## src/rtl/muldiv_unit.sv

```systemverilog
// Multi-cycle unsigned multiply/divide unit. The 2*DATA_W-bit result goes back
// through the register file write port as two byte writes: low byte first, then high byte.
module muldiv_unit #(
    parameter int DATA_W = 8,
    parameter int ADDR_W = 4
) (
    input  logic              clk,
    input  logic              reset,
    input  logic              start,
    input  logic              op,
    input  logic [DATA_W-1:0] operand_a,
    input  logic [DATA_W-1:0] operand_b,
    input  logic [ADDR_W-1:0] dest_lo,
    input  logic [ADDR_W-1:0] dest_hi,
    output logic              busy,
    output logic              done,
    output logic              wb_enable,
    output logic [ADDR_W-1:0] wb_addr,
    output logic [DATA_W-1:0] wb_data,
    output logic              div_by_zero
);

    localparam int CNT_W = $clog2(DATA_W + 1);

    typedef enum logic [1:0] {
        IDLE  = 2'd0,
        RUN   = 2'd1,
        WB_LO = 2'd2,
        WB_HI = 2'd3
    } state_t;

    state_t state, state_next;

    logic                op_q;
    logic [ADDR_W-1:0]   dest_lo_q;
    logic [ADDR_W-1:0]   dest_hi_q;
    logic [CNT_W-1:0]    count;
    logic [2*DATA_W-1:0] acc;
    logic [2*DATA_W-1:0] mcand;
    logic [DATA_W-1:0]   mplier;
    logic [DATA_W-1:0]   divisor;
    logic [DATA_W-1:0]   rem;
    logic [DATA_W-1:0]   quot;
    logic                dbz_q;

    logic                start_dbz;
    logic [DATA_W:0]     div_shift;
    logic [DATA_W:0]     div_diff;
    logic                q_bit;
    logic [DATA_W-1:0]   rem_next;
    logic [DATA_W-1:0]   result_lo;
    logic [DATA_W-1:0]   result_hi;

    assign start_dbz = op && (operand_b == '0);

    // Restoring-division step: bring in the next dividend bit and subtract the divisor on trial
    always_comb begin
        div_shift = {rem, quot[DATA_W-1]};
        div_diff  = div_shift - {1'b0, divisor};
        q_bit     = ~div_diff[DATA_W];
        rem_next  = q_bit ? div_diff[DATA_W-1:0] : div_shift[DATA_W-1:0];
    end

    // State register
    always_ff @(posedge clk or posedge reset) begin
        if (reset) begin
            state <= IDLE;
        end else begin
            state <= state_next;
        end
    end

    // Next-state logic; a divide by zero skips the iteration phase
    always_comb begin
        state_next = state;
        case (state)
            IDLE: begin
                if (start) begin
                    state_next = start_dbz ? WB_LO : RUN;
                end
            end
            RUN: begin
                if (count == CNT_W'(1)) begin
                    state_next = WB_LO;
                end
            end
            WB_LO:   state_next = WB_HI;
            WB_HI:   state_next = IDLE;
            default: state_next = IDLE;
        endcase
    end

    // Operand latch and one shift-add or restoring-divide iteration per RUN cycle
    always_ff @(posedge clk or posedge reset) begin
        if (reset) begin
            op_q      <= 1'b0;
            dest_lo_q <= '0;
            dest_hi_q <= '0;
            count     <= '0;
            acc       <= '0;
            mcand     <= '0;
            mplier    <= '0;
            divisor   <= '0;
            rem       <= '0;
            quot      <= '0;
            dbz_q     <= 1'b0;
        end else begin
            case (state)
                IDLE: begin
                    if (start) begin
                        op_q      <= op;
                        dest_lo_q <= dest_lo;
                        dest_hi_q <= dest_hi;
                        count     <= CNT_W'(DATA_W);
                        dbz_q     <= start_dbz;
                        acc       <= '0;
                        mcand     <= (2*DATA_W)'(operand_a);
                        mplier    <= operand_b;
                        divisor   <= operand_b;
                        // Divide by zero: quotient saturates, dividend is returned as remainder
                        if (start_dbz) begin
                            quot <= '1;
                            rem  <= operand_a;
                        end else begin
                            quot <= operand_a;
                            rem  <= '0;
                        end
                    end
                end
                RUN: begin
                    count <= count - CNT_W'(1);
                    if (!op_q) begin
                        if (mplier[0]) begin
                            acc <= acc + mcand;
                        end
                        mcand  <= mcand << 1;
                        mplier <= mplier >> 1;
                    end else begin
                        rem  <= rem_next;
                        quot <= {quot[DATA_W-2:0], q_bit};
                    end
                end
                default: ;
            endcase
        end
    end

    // Result byte selection from the latched operation type
    always_comb begin
        result_lo = op_q ? quot : acc[DATA_W-1:0];
        result_hi = op_q ? rem  : acc[2*DATA_W-1:DATA_W];
    end

    // Outputs decoded purely from registered state and latched data
    always_comb begin
        busy        = (state != IDLE);
        done        = 1'b0;
        wb_enable   = 1'b0;
        wb_addr     = '0;
        wb_data     = '0;
        div_by_zero = dbz_q;
        case (state)
            WB_LO: begin
                wb_enable = 1'b1;
                wb_addr   = dest_lo_q;
                wb_data   = result_lo;
            end
            WB_HI: begin
                wb_enable = 1'b1;
                wb_addr   = dest_hi_q;
                wb_data   = result_hi;
                done      = 1'b1;
            end
            default: ;
        endcase
    end

endmodule

```

## config.mk

```make
export PLATFORM = sky130hd
export DESIGN_NAME = muldiv_unit
export DESIGN_NICKNAME = d
export VERILOG_FILES = /design/src/rtl/muldiv_unit.sv
export SDC_FILE = /design/constraint.sdc
export NUM_CORES = 1
export LEC_CHECK = 0
export CORE_MARGIN = 2
export CORE_UTILIZATION = 63
export CTS_CLUSTER_DIAMETER = 60
export CTS_CLUSTER_SIZE = 30
export DETAILED_ROUTE_END_ITERATION = 12
export PLACE_DENSITY = 0.89
export SYNTH_ARGS = -nofsm -noshare
export SYNTH_HDL_FRONTEND = slang
export SYNTH_SLANG_ARGS = --single-unit
```

## constraint.sdc

```tcl
create_clock -name clk -period 7.7 [get_ports clk]
set_input_delay 1.54 -clock clk [delete_from_list [all_inputs] [get_ports clk]]
set_output_delay 1.54 -clock clk [all_outputs]
set_load 0.03 [all_outputs]
```

==> impl_metrics.json, run 1 <==
{
  "yosysTopAreaCell": "dfrtp_1",
  "synth-seq-cells": 80,
  "routedWlPerCell_um": 18.9,
  "grt_start_max_net_pins": 81,
  "crit_path_max_fanout": 21,
  "finalHoldViolations": 0,
  "ioPinCount": 44,
  "htreeDepth": 3,
  "cp.required_ns": 6.16,
  "synth-edff-count": 0,
  "leakage_uw": 0.00265,
  "vias_per_cell": 6.42,
  "numClockSinks": 80,
  "die_area_mm2": 0.00879,
  "cts_max_path_buffers": 2,
  "worst_hold_path.num_cells": 2,
  "tritoncts": "done",
  "synth_nets": 572,
  "grt_pass1_vias": 4285,
  "period_share_pct": 53.4,
  "setup_viol": 0,
  "overflow": 0,
  "status": "finished clean",
  "rsz0062_at_grt": "false",
  "synth_area_leaders": "dfrtp_1, mux2_2, ha_1, o21ai_0, nand2_1",
  "ctsRootBufferMaster": "clkbuf_8",
  "hold_path_class": "flip-flop to flip-flop",
  "n_fill_cell": 529,
  "p_per_area_mw_per_mm2": 441,
  "nNetsFinal": 607,
  "async_flop_share_pct": 100,
  "antenna_found_initial": 0,
  "crit_path_start_kind": "flip-flop",
  "cp_cell_sequence": "mux2_2, a22o_1, clkdlybuf4s50_1",
  "multi_input_comb_area_mm2": 0.00287,
  "ant_nets": 0,
  "post_cts_buffers": 0,
  "start_util_pct": 65.3,
  "drv_cap": 0,
  "fin_setup_tns_ns": 0,
  "r2r_cells": 8,
  "synthCells": 512,
  "final_core_util_pct": 74.6,
  "n_antenna_cell": 0,
  "cts_hold_buffers": 0,
  "num_vias": 4199,
  "area_delta_synth_final_pct": 14.2,
  "wirelength_um": 12300,
  "rows": 32,
  "final_layout_size_suffix_gt1_share_pct": 12.7,
  "clock.fmax_mhz": 243,
  "slew_violations": 0,
  "syn_area_per_cell_um2": 9.91,
  "slowest_delay_ns": 0.94,
  "final_common_cell": "dfrtp_1",
  "clk_latency_ns": 0.37,
  "critPathCaptureType": "output pin",
  "cts_resized": 0,
  "finalClockSkew_ns": 0.0193,
  "layout_common_cells": "dfrtp_1, nand2_1, o21ai_0",
  "synth_top_area_share_pct": 39.4,
  "relSlewSlack_pct": 32.5,
  "fp.coreArea_mm2": 0.00777,
  "clkTransAtPathRegs_ns": 0.08,
  "dieHeight_um": 93.8,
  "fin_crit_ns": 4.11,
  "cts_buffers": 9,
  "synth.cell_area_mm2": 0.00507,
  "worstMarginPinSlew_ns": 1.01,
  "port_buffers": 43,
  "gp_congestion": 0.949,
  "synth_ff_type": "dfrtp_1",
  "arrival_ns": 2.57,
  "track_usage_pct": 30.2,
  "dr.pass1.iters": 5,
  "drtIter0Drc": 320,
  "post-dp-hpwl_um": 8760,
  "grt_pass1_wl_um": 21000,
  "synthDistinctLibCells": 60,
  "worst-setup-path-type": "flip-flop to output pin",
  "ys_seq_area_share_pct": 39.4,
  "drc": 0,
  "crit_slowest_cell": "dfrtp_1",
  "yosys_warnings": 0,
  "vdd_drop_max_mv": 0.291,
  "die_x_um": 93.8,
  "regArea_mm2": 0.00200
}
-- final timing paths --
check	start	end	slack [ns]
hold reg to reg	mplier[5]$_DFFE_PP0P_	mplier[5]$_DFFE_PP0P_	0.49
min in group asynchronous	reset	mcand[2]$_DFFE_PP0P_	1.80
hold / removal	mplier[5]$_DFFE_PP0P_	mplier[5]$_DFFE_PP0P_	0.49
setup reg to reg	state[1]$_DFFE_PP0P_	acc[14]$_DFFE_PP0P_	4.55
setup / recovery	op_q$_DFFE_PP0P_	wb_data[1]	3.59
max in group asynchronous	reset	count[0]$_DFFE_PP0P_	5.23
-- metal layers --
layer | vias up | track usage (%) | share of wire (%)
met5 | - | 0 | 0
met4 | 0 | 11.2 | 2.5
met3 | 29 | 5.78 | 6.1
met2 | 159 | 49.7 | 50
met1 | 2075 | 39.9 | 42
li1 | 1936 | - | -
-- where the power goes --
group          total [uW]  switching (uW)  internal (uW)
registers             757             173            585
logic                1420             814            607
clock network         378             162            216
total                2560            1150           1410
-- through the flow --
step	instances	area, um^2	hold WS (ns)	setup WS, ns	total power, uW
finish	654	5790	0.493	3.59	2560
global route	654	5790	0.519	3.55	2730
CTS	654	5790	0.499	3.63	2530
detailed placement	638	5560	0.479	3.58	2150
global placement	638	5560	0.465	3.70	2060
floorplan	512	5070	0.450	4.11	1790
-- cells in the mapped netlist (10+ instances only) --
master and number:
a21oi_1 21, o211ai_1 10, mux2_2 34, nand2_1 67, dfrtp_1 80, a22o_1 22, o21ai_0 52, clkbuf_1 16
ha_1 30, nor2_1 14, inv_1 23, mux2i_1 22, xnor2_1 10
-- registers in the layout (all words and copies together) (netlist names) --
register and flops:
count 4, state 2, dest_lo_q 4, quot 8, divisor 8, mcand 16
rem 8, op_q 1, dest_hi_q 4, acc 16, mplier 8, div_by_zero 1
-- worst max-delay path: cells and delay by family (launching register included) --
| family | cells | cell delay, ns |
|---|---|---|
| AO/OA/AOI/OAI | 1 | 0.24 |
| buffers and inverters | 1 | 0.60 |
| multiplexers | 1 | 0.44 |
| flip-flops | 1 | 0.94 |
-- kinds of logic (layout without fill, tap and decap cells) --
family / count (synthesis) / in the layout / synth area share (%)
multiplexers: 56 / 56 / 11.9
adder cells (fa/ha/maj): 32 / 32 / 8.19
buffers and inverters: 47 / 87 / 3.99
AO/OA/AOI/OAI: 154 / 154 / 21.2
AND/OR/NAND/NOR: 124 / 124 / 11.5
flip-flops: 80 / 80 / 39.4
XOR/XNOR: 19 / 19 / 3.80
-- area by class of cell --
cell class | instances | share of cell area, %
multi-input cells | 385 | 49.6
clock inverters | 5 | 1.81
inverters | 23 | 1.49
flip-flops and latches | 80 | 34.5
repair buffers | 48 | 8.08
clock buffers | 11 | 2.27
well taps | 102 | 2.20
No activity file was read; power rests on OpenSTA's default activity.
==> run 2: changes to the inputs <==
Settings changed: CORE_UTILIZATION 63 to 59, PLACE_DENSITY 0.89 to 0.84.
Clock period 7.7 ns to 3.95 ns, I/O delays scaled along.
==> run 2 against run 1 <==
Net effect: combinational power is 96% higher; utilization is 4.7 points lower; via count is 0.12% higher.
==> impl_metrics.json, run 2 (synthesized netlist as in run 1, its figures left out) <==
{
  "status": "finished clean",
  "tritoncts": "done",
  "arrival_ns": 2.53,
  "finalClockSkew_ns": 0.00983,
  "multi_input_comb_area_mm2": 0.00287,
  "dieHeight_um": 96.7,
  "fin_setup_tns_ns": 0,
  "grt_pass1_vias": 4194,
  "wirelength_um": 12700,
  "min_from": "mplier[3]$_DFFE_PP0P_",
  "rsz0062_at_grt": "false",
  "track_usage_pct": 27.7,
  "num_vias": 4204,
  "worst_hold_path.num_cells": 2,
  "critPathCaptureType": "output pin",
  "n_antenna_cell": 0,
  "dr.pass1.iters": 5,
  "vias_per_cell": 6.38,
  "grt_start_max_net_pins": 67,
  "ant_nets": 0,
  "numClockSinks": 80,
  "regArea_mm2": 0.00200,
  "drtIter0Drc": 401,
  "drc": 0,
  "period_share_pct": 84.0,
  "layout_common_cells": "dfrtp_1, nand2_1, o21ai_0",
  "worst-setup-path-type": "flip-flop to output pin",
  "start_util_pct": 61.5,
  "port_buffers": 43,
  "p_total_uw": 4880,
  "area_delta_synth_final_pct": 13.8,
  "reg.largest.list": "acc (16), mcand (16)",
  "cp.required_ns": 3.16,
  "hold_path_class": "flip-flop to flip-flop",
  "cts_resized": 0,
  "crit_path_max_fanout": 21,
  "finalHoldViolations": 0,
  "final_layout_size_suffix_gt1_share_pct": 13.4,
  "leakage_uw": 0.00264,
  "final_common_cell": "dfrtp_1",
  "numPlacedInstances": 643,
  "antenna_found_initial": 0,
  "clock.fmax_mhz": 301,
  "clk_latency_ns": 0.35,
  "crit_path_start_kind": "flip-flop",
  "rrSetupSlack_ns": 1.23,
  "hold-path-endpoint": "mplier[3]$_DFFE_PP0P_",
  "slew_violations": 0,
  "fin_cells": 659,
  "ioPinCount": 44,
  "htreeDepth": 3,
  "rows": 33,
  "cts_buffers": 9,
  "gp_congestion": 0.919,
  "rr_startpoint": "quot[7]$_DFFE_PP0P_",
  "cts_hold_buffers": 0,
  "routedWlPerCell_um": 19.3,
  "reg2reg_to": "rem[1]$_DFFE_PP0P_",
  "die_x_um": 96.7,
  "ctsRootBufferMaster": "clkbuf_8",
  "nNetsFinal": 609,
  "overflow": 0,
  "fin_crit_ns": 3.32,
  "clkTransAtPathRegs_ns": 0.08,
  "relSlewSlack_pct": 24.0,
  "setup_viol": 0,
  "cts_max_path_buffers": 2,
  "post-dp-hpwl_um": 9050,
  "vdd_drop_max_mv": 0.467,
  "worstMarginPinSlew_ns": 1.14,
  "grt_pass1_wl_um": 21200,
  "n_fill_cell": 641,
  "post_cts_buffers": 0,
  "drv_cap": 0,
  "r2r_cells": 10,
  "p_per_area_mw_per_mm2": 846,
  "die_area_mm2": 0.00936,
  "fp.coreArea_mm2": 0.00826
}
## run 2: cell types whose count changed in the layout (fill, tap and decap cells not counted)
cell | before | now
bufinv_16 | 3 | 1
clkbuf_1 | 2 | 0
clkinv_4 | 0 | 2
buf_4 | 5 | 7
clkinv_2 | 0 | 3
inv_2 | 1 | 0
## run 2: metal layers
layer,GRT usage (%),vias up,part of all wire [%]
li1,-,1946,-
met1,38.7,2065,43
met2,44.2,171,48
met3,5.49,22,7.3
met4,7.80,0,1.8
met5,0,-,0
## run 2: worst max-delay path, cell delays in order (launching register included)
cell and delay, ns:
dfrtp_1 0.89, mux2_2 0.41, a22o_1 0.27, clkdlybuf4s50_1 0.60
## run 2: worst max path at each step
stage,cells past startpoint,slack [ns],from,endpoint
floorplan,1,1.11,reset,acc[0]$_DFFE_PP0P_
global placement,3,1.10,op_q$_DFFE_PP0P_,wb_data[3]
detailed placement,3,1.06,op_q$_DFFE_PP0P_,wb_data[3]
CTS,3,0.67,op_q$_DFFE_PP0P_,wb_data[3]
global route,3,0.56,op_q$_DFFE_PP0P_,wb_data[3]
finish,3,0.63,op_q$_DFFE_PP0P_,wb_data[3]
## run 2: layout make-up
class / count / area share, %
multi-input cells: 385 / 49.8
flip-flops and latches: 80 / 34.7
repair buffers: 50 / 8.36
well taps: 105 / 2.28
clock buffers: 9 / 2.15
inverters: 23 / 1.52
clock inverters: 7 / 1.26
## run 2: power breakdown
group	internal (uW)	switching [uW]
sequential	1140	343
combinational	1190	1590
clock	292	322
total	2630	2260
## run 2: through the flow
stage	utilization [%]	setup slack [ns]	hold slack, ns	instance area (um^2)
after floorplan	-	1.11	0.450	5070
after global placement	67.5	1.10	0.462	5580
after detailed placement	67.5	1.06	0.472	5580
after CTS	69.9	0.667	0.492	5770
after global routing	69.9	0.556	0.514	5770
final	69.9	0.632	0.491	5770
==> run 3: changes to the inputs <==
Settings changed: CORE_UTILIZATION 59 to 53, PLACE_DENSITY 0.84 to 0.8.
Clock period 3.95 ns to 2.8 ns, I/O delays scaled along.
==> run 3 against run 2 <==
Net effect: sequential power rose by 35%; clock power grew 66%; highest routed layer unchanged; critical endpoint is now wb_data[0]; critical path type unchanged; count of clock-buffer cells in the layout increased by 1; wire length down 2.3%; sequential cell count unchanged; global-route usage decreased by 2.1 points; power grew 46%.
==> impl_metrics.json, run 3 (synthesized netlist as in run 1, its figures left out) <==
{
  "cts_max_path_buffers": 2,
  "grt_pass1_vias": 4158,
  "layout_common_cells": "dfrtp_1, nand2_1, o21ai_0",
  "n_antenna_cell": 0,
  "area_delta_synth_final_pct": 18.3,
  "die_x_um": 102,
  "worst-setup-path-type": "flip-flop to output pin",
  "post_cts_buffers": 0,
  "clk_latency_ns": 0.37,
  "gp_congestion": 0.945,
  "reg2reg_to": "rem[4]$_DFFE_PP0P_",
  "fp.coreArea_mm2": 0.00928,
  "fin_setup_tns_ns": 0,
  "cp.required_ns": 2.24,
  "post-dp-hpwl_um": 9310,
  "dieHeight_um": 102,
  "fin_cells": 694,
  "worst_hold_path.num_cells": 2,
  "period_share_pct": 97.2,
  "tritoncts": "done",
  "setup_slack_ns": 0.0786,
  "vdd_drop_max_mv": 0.699,
  "vias_per_cell": 6.03,
  "p_per_area_mw_per_mm2": 1190,
  "dr.pass1.iters": 5,
  "status": "finished clean",
  "cts_buffers": 9,
  "dp_slack_ns": 0.360,
  "drtIter0Drc": 241,
  "crit_path_max_fanout": 13,
  "leakage_uw": 0.00290,
  "hold-path-endpoint": "mplier[6]$_DFFE_PP0P_",
  "antenna_found_initial": 0,
  "start_util_pct": 54.7,
  "wirelength_um": 12400,
  "r2r_cells": 10,
  "rr_startpoint": "quot[7]$_DFFE_PP0P_",
  "slew_violations": 0,
  "hold_path_class": "flip-flop to flip-flop",
  "track_usage_pct": 25.6,
  "finalClockSkew_ns": 0.00847,
  "rows": 35,
  "route.met2.wl_um": 6030,
  "ctsRootBufferMaster": "clkbuf_8",
  "drc": 0,
  "relSlewSlack_pct": 63.5,
  "final_common_cell": "dfrtp_1",
  "worstMarginPinSlew_ns": 0.547,
  "routedWlPerCell_um": 17.9,
  "cts_hold_buffers": 0,
  "ioPinCount": 44,
  "highest_layer": "met4",
  "crit_path_start_kind": "flip-flop",
  "final_core_util_pct": 64.6,
  "numPlacedInstances": 678,
  "min_from": "mplier[6]$_DFFE_PP0P_",
  "n_fill_cell": 772,
  "numClockSinks": 80,
  "overflow": 0,
  "cts_resized": 0,
  "p_total_uw": 7130,
  "wl_met3_um": 792,
  "nNetsFinal": 620,
  "critPathCaptureType": "output pin",
  "m1WireLength_um": 5410,
  "clock.fmax_mhz": 367,
  "setup_viol": 0,
  "grt_pass1_wl_um": 20500,
  "reg.largest.list": "acc (16), mcand (16)",
  "fin_crit_ns": 2.72,
  "num_vias": 4186,
  "final_layout_size_suffix_gt1_share_pct": 15.2,
  "rrSetupSlack_ns": 0.30,
  "grt_start_max_net_pins": 39,
  "clkTransAtPathRegs_ns": 0.09,
  "htreeDepth": 3,
  "die_area_mm2": 0.0104,
  "finalHoldViolations": 0,
  "ant_nets": 0,
  "rsz0062_at_grt": "false",
  "drv_cap": 0,
  "arrival_ns": 2.16,
  "port_buffers": 43
}
## run 3: area by class of cell
class | count | area, um^2 | area share [%]
sequential | 80 | 2000 | 33.4
clock buffer | 10 | 138 | 2.29
clock inverter | 6 | 97.6 | 1.63
tap | 129 | 161 | 2.69
inverter | 23 | 87.6 | 1.46
timing repair buffer | 61 | 641 | 10.7
multi-input combinational | 385 | 2870 | 47.9
## run 3: stage by stage
stage	area, um^2	hold slack [ns]
floorplan	5070	0.450
global placement	5740	0.461
detailed placement	5740	0.475
CTS	5980	0.497
global route	6000	0.523
finish	6000	0.491
## run 3: metal layers
layer,track usage [%],vias to the layer above
met3,7.11,24
met5,0,-
met1,32.7,2060
met4,7.79,0
li1,-,1963
met2,42.7,139
## run 3: worst max-delay path by stage
stage | slack [ns] | cells past startpoint | start | endpoint
floorplan | 0.19 | 1 | reset | acc[0]$_DFFE_PP0P_
finish | 0.08 | 5 | state[0]$_DFFE_PP0P_ | wb_data[0]
detailed placement | 0.36 | 10 | quot[7]$_DFFE_PP0P_ | rem[4]$_DFFE_PP0P_
global route | 0.003 | 5 | state[0]$_DFFE_PP0P_ | wb_addr[3]
CTS | 0.007 | 4 | op_q$_DFFE_PP0P_ | wb_data[2]
global placement | 0.41 | 9 | mcand[0]$_DFFE_PP0P_ | acc[14]$_DFFE_PP0P_
## run 3: report_power, final
group | switching [uW] | internal (uW)
clock network | 483 | 541
registers | 392 | 1610
logic | 2320 | 1790
total | 3190 | 3940
## run 3: critical path, cell delays in order, from the launching register on
cell,delay (ns)
dfrtp_1,0.41
inv_1,0.13
ha_1,0.20
buf_4,0.22
a22o_1,0.15
clkdlybuf4s50_1,0.69
